[src/rtl/pin_input_conditioner.sv]
// Per-pin synchronizer plus programmable glitch filter with registered rise/fall strobes.
// Latency: a stable raw change reaches pin_in SYNC_STAGES+filt_len+1 edges after first sample.
// Backpressure: none; free-running, every pin updates each clock.
module pin_input_conditioner #(
    parameter int   WIDTH       = 32,
    parameter int   SYNC_STAGES = 2,
    parameter int   FILT_BITS   = 4,
    parameter logic RESET_LEVEL = 1'b0
) (
    input  logic                 clock_160,
    input  logic                 inp_resn,
    input  logic [WIDTH-1:0]     pin_raw,
    input  logic [FILT_BITS-1:0] filt_len,
    output logic [WIDTH-1:0]     pin_in,
    output logic [WIDTH-1:0]     pin_rise,
    output logic [WIDTH-1:0]     pin_fall,
    output logic                 changed
);
    localparam logic [FILT_BITS-1:0] CNT_ONE = FILT_BITS'(1);

    logic [SYNC_STAGES-1:0][WIDTH-1:0] sync_q, sync_d;
    logic [WIDTH-1:0][FILT_BITS-1:0]   cnt_q, cnt_d;
    logic [WIDTH-1:0]                  pin_in_q, pin_in_d;
    logic [WIDTH-1:0]                  rise_q, rise_d;
    logic [WIDTH-1:0]                  fall_q, fall_d;
    logic                              changed_q, changed_d;
    logic [WIDTH-1:0]                  s;

    always_comb begin
        sync_d = {sync_q[SYNC_STAGES-2:0], pin_raw};
        s      = sync_q[SYNC_STAGES-1];
    end

    // cnt counts consecutive edges s has disagreed with pin_in; it can only
    // climb while below filt_len, so it is bounded by the counter width.
    always_comb begin
        pin_in_d = pin_in_q;
        cnt_d    = cnt_q;
        rise_d   = '0;
        fall_d   = '0;
        for (int i = 0; i < WIDTH; i++) begin
            if (s[i] == pin_in_q[i]) begin
                cnt_d[i] = '0;
            end else if (cnt_q[i] >= filt_len) begin
                pin_in_d[i] = s[i];
                cnt_d[i]    = '0;
                rise_d[i]   = s[i];
                fall_d[i]   = ~s[i];
            end else begin
                cnt_d[i] = cnt_q[i] + CNT_ONE;
            end
        end
        changed_d = |(rise_d | fall_d);
    end

    always_ff @(posedge clock_160 or negedge inp_resn) begin
        if (!inp_resn) begin
            sync_q    <= {(SYNC_STAGES*WIDTH){RESET_LEVEL}};
            cnt_q     <= '0;
            pin_in_q  <= {WIDTH{RESET_LEVEL}};
            rise_q    <= '0;
            fall_q    <= '0;
            changed_q <= 1'b0;
        end else begin
            sync_q    <= sync_d;
            cnt_q     <= cnt_d;
            pin_in_q  <= pin_in_d;
            rise_q    <= rise_d;
            fall_q    <= fall_d;
            changed_q <= changed_d;
        end
    end

    assign pin_in   = pin_in_q;
    assign pin_rise = rise_q;
    assign pin_fall = fall_q;
    assign changed  = changed_q;

endmodule

[config.mk]
export PLATFORM = sky130hd
export DESIGN_NAME = pin_input_conditioner
export DESIGN_NICKNAME = d
export VERILOG_FILES = /design/src/rtl/pin_input_conditioner.sv
export SDC_FILE = /design/constraint.sdc
export NUM_CORES = 1
export LEC_CHECK = 0
export ABC_AREA = 1
export BUFFER_PORTS_ARGS = -buffer_cell sky130_fd_sc_hd__buf_2
export CORE_MARGIN = 2
export CORE_UTILIZATION = 66
export CTS_BUF_LIST = sky130_fd_sc_hd__clkbuf_4 sky130_fd_sc_hd__clkbuf_8
export CTS_CLUSTER_DIAMETER = 50
export DETAILED_ROUTE_END_ITERATION = 10
export PLACE_DENSITY = 0.88
export SLEW_MARGIN = 20
export SYNTH_ARGS = -nofsm -noshare
export SYNTH_HDL_FRONTEND = slang
export SYNTH_SLANG_ARGS = --single-unit
export TNS_END_PERCENT = 50
[constraint.sdc]
create_clock -name clock_160 -period 2.6 [get_ports clock_160]
set_input_delay 0.13 -clock clock_160 [delete_from_list [all_inputs] [get_ports clock_160]]
set_output_delay 0.13 -clock clock_160 [all_outputs]
set_load 0.03 [all_outputs]
==> impl_metrics.json <==
{
  "clk_latency_ps": 550,
  "yosys.area_share.simple": 0.168,
  "drv_cap": 0,
  "die_area_um2": 22100,
  "pwr-share-clk": 0.250,
  "r2r_slack_ps": 790,
  "synth_xor_area_frac": 0.0608,
  "slew_viol_final": 0,
  "syn_inst": 1394,
  "grt_pass1_vias": 10600,
  "grt_pass1_wl_mm": 47.6,
  "setup_tns_ps": 0,
  "finalNonFillerCells": 1922,
  "ys_async_sr_fraction": 1.00,
  "crit_required_ps": 3040,
  "postCtsSetupBuffers": 0,
  "worstSetupPathType": "in -> reg",
  "p_sw_frac": 0.393,
  "num-fill-cells": 1214,
  "groute.usage.overall": 0.267,
  "pin_count": 135,
  "cts.sinks": 289,
  "final_antenna_net_count": 0,
  "start_kind": "input pin",
  "synth_common_cells": "dfrtp_1 (289), inv_1 (240), nand2_1 (181)",
  "rsz0062_at_grt": "false",
  "ys.flop_type": "dfrtp_1",
  "fin_area_um2": 16300,
  "place_hpwl_mm": 18.9,
  "power.density_nw_per_um2": 940,
  "firstDrtPassIters": 4,
  "place.gp.congestion": 0.770,
  "syn_area_per_cell_um2": 9.92,
  "area_growth_pct": 17.5,
  "muxShareOfSynthArea": 0,
  "final_util": 0.796,
  "combPwrFrac": 0.343,
  "io_buffers": 134,
  "netlist.top_cell.by_area": "dfrtp_1",
  "critPathCaptureType": "flip-flop",
  "hold_violations": 0,
  "rows": 52,
  "post_dp_cell_area_um2": 15000,
  "synth_most_common_cell": "dfrtp_1",
  "vias": 10100,
  "post_cts_resize_count": 0,
  "drive_above_1_share": 0.179,
  "setup_violations": 0,
  "drt-total-wl_mm": 28.6,
  "clock_skew_ps": 11.0,
  "fin_crit_sh": 0.809,
  "syn_area_um2": 13800,
  "critPathMostFrequentCell": "nand2_1",
  "crit_slowest_cell": "clkinv_1",
  "antenna_cells": 0,
  "placedCellCount": 1812,
  "root_buffer": "clkbuf_8",
  "status": "finished clean",
  "yosysTopAreaCellShare": 0.523,
  "synth-adder-area-share": 0.145,
  "worst_pin_slew_ps": 874,
  "synth-compound-area-share": 0.0340,
  "synth_top_family_by_area": "simple AND/OR/NAND/NOR gates",
  "die_w_um": 149,
  "cp_cell_sequence": "buf_2 -> clkinv_1 -> buf_12 -> ha_1 -> nand2_1 -> inv_2 -> nand2_1 -> nand3_2 -> nand2_1 -> nand2_1 -> nor2_1 -> nand2_1 -> nor2_1 -> nand2_1",
  "drc": 0,
  "cts_htree_levels": 2,
  "ir_worst_vdd_v": 0.000749,
  "max-slew-margin-rel": 0.414,
  "avgRoutedWirePerCell_um": 14.9,
  "ys_seq_area_frac": 0.523,
  "clk_pin_slew_ps": 60,
  "core_um2": 20400,
  "antenna_found_initial": 0,
  "vias_per_cell": 5.27,
  "syn-num-nets": 1592,
  "synth_area_leaders": "dfrtp_1 (52%), ha_1 (14%), inv_1 (6.5%)",
  "ys_ff_latch": 289,
  "overflow": 0,
  "cellLeakagePower_nw": 9.41,
  "r2r_cells": 12,
  "intPower_mw": 9.28,
  "synth_warnings": 0,
  "grt_max_degree": 87,
  "period_needed_ps": 2100,
  "worstPathArrival_ps": 2540,
  "power_switching_mw": 6.00,
  "holdWs_ps": 171,
  "synth_cell_type_count": 19,
  "hold_path_class": "in -> async",
  "cts_tree": "done",
  "cp_slowest_stage_delay_ps": 660,
  "numCtsBuffers": 45,
  "cp_max_fo": 16,
  "start_util": 0.677,
  "detail_route.iter0.violations": 423,
  "fmax_mhz": 476,
  "fin_nets": 1820,
  "synth_edf_count": 0,
  "seq_power_share": 0.406,
  "dieHeight_um": 149,
  "clockBufferDepth": 3
}
final timing paths:
path                        startpoint           end
max in group asynchronous     inp_resn    sync_d[37]
min in group clock_160     pin_raw[23]    sync_d[55]
max                        filt_len[2]       changed
min reg2reg                 sync_d[59]         s[27]
min                           inp_resn  pin_rise[27]
max reg2reg                  cnt_q[40]       changed
final cells by class:
cell class | count | area [µm²] | area share
inverters | 258 | 968 | 0.0596
clock buffers | 69 | 868 | 0.0534
flip-flops and latches | 289 | 7230 | 0.445
clock inverters | 8 | 42.5 | 0.00262
multi-input cells | 847 | 5630 | 0.346
repair buffers | 181 | 1180 | 0.0725
well taps | 270 | 338 | 0.0208
stage by stage:
step	worst slack (ps)	power (mW)
global route	439	16.4
global placement	81.8	11.0
detailed placement	44.4	11.4
finish	497	15.3
floorplan	745	9.81
CTS	597	15.3
layout by cell type (no fill, tap or decap), types with 2 or more instances in the layout:
master,instances
a21oi_1,15
a21oi_2,17
buf_12,5
buf_2,133
buf_4,9
clkbuf_4,13
clkbuf_8,56
clkinv_1,3
clkinv_2,7
dfrtp_1,289
dlygate4sd3_1,33
ha_1,160
inv_1,237
inv_2,18
nand2_1,181
nand2_2,2
nand3_1,95
nand3_2,31
nand4_1,32
nor2_1,169
o21ai_0,42
o21ai_1,4
xnor2_1,32
xor2_1,64
what timing repair did:
| action | in CTS | in global routing |
|---|---|---|
| hold buffers | 33 | 0 |
| setup endpoints to repair | 0 | 0 |
| endpoints found under the hold margin | 113 | 0 |
sequential cells by signal, summed over array words and instances (netlist names):
signal and flops:
changed 1, cnt_q 128, pin_fall 32, pin_in 32, pin_rise 32, s 32
sync_d 32
cell families (layout without fill, tap and decap cells):
family | count (synthesis) | after routing
fa+ha+maj | 160 | 160
xor+xnor | 96 | 96
buf+inv | 258 | 516
compound gates | 80 | 80
flops | 289 | 289
simple gates | 511 | 511
power groups by stage:
stage               logic (mW)  registers (mW)  clock network [mW]
floorplan                 2.94            6.86                   0
global placement          4.83            6.21                   0
detailed placement        5.10            6.26                   0
CTS                       5.23            6.20                3.88
global route              5.93            6.32                4.11
finish                    5.25            6.21                3.83
worst max-delay path: cells and delay by family:
kind                     cells  cell delay (ps)
AND/OR/NAND/NOR              9              880
adder cells (fa/ha/maj)      1              290
buffers and inverters        4             1210
layer usage:
metal,track usage,share of wire,up-vias
li1,-,-,4887
met1,0.309,0.40,4883
met2,0.480,0.52,258
met3,0.0547,0.048,107
met4,0.121,0.038,0
met5,0,0,-
No activity file was read; power rests on OpenSTA's default activity.
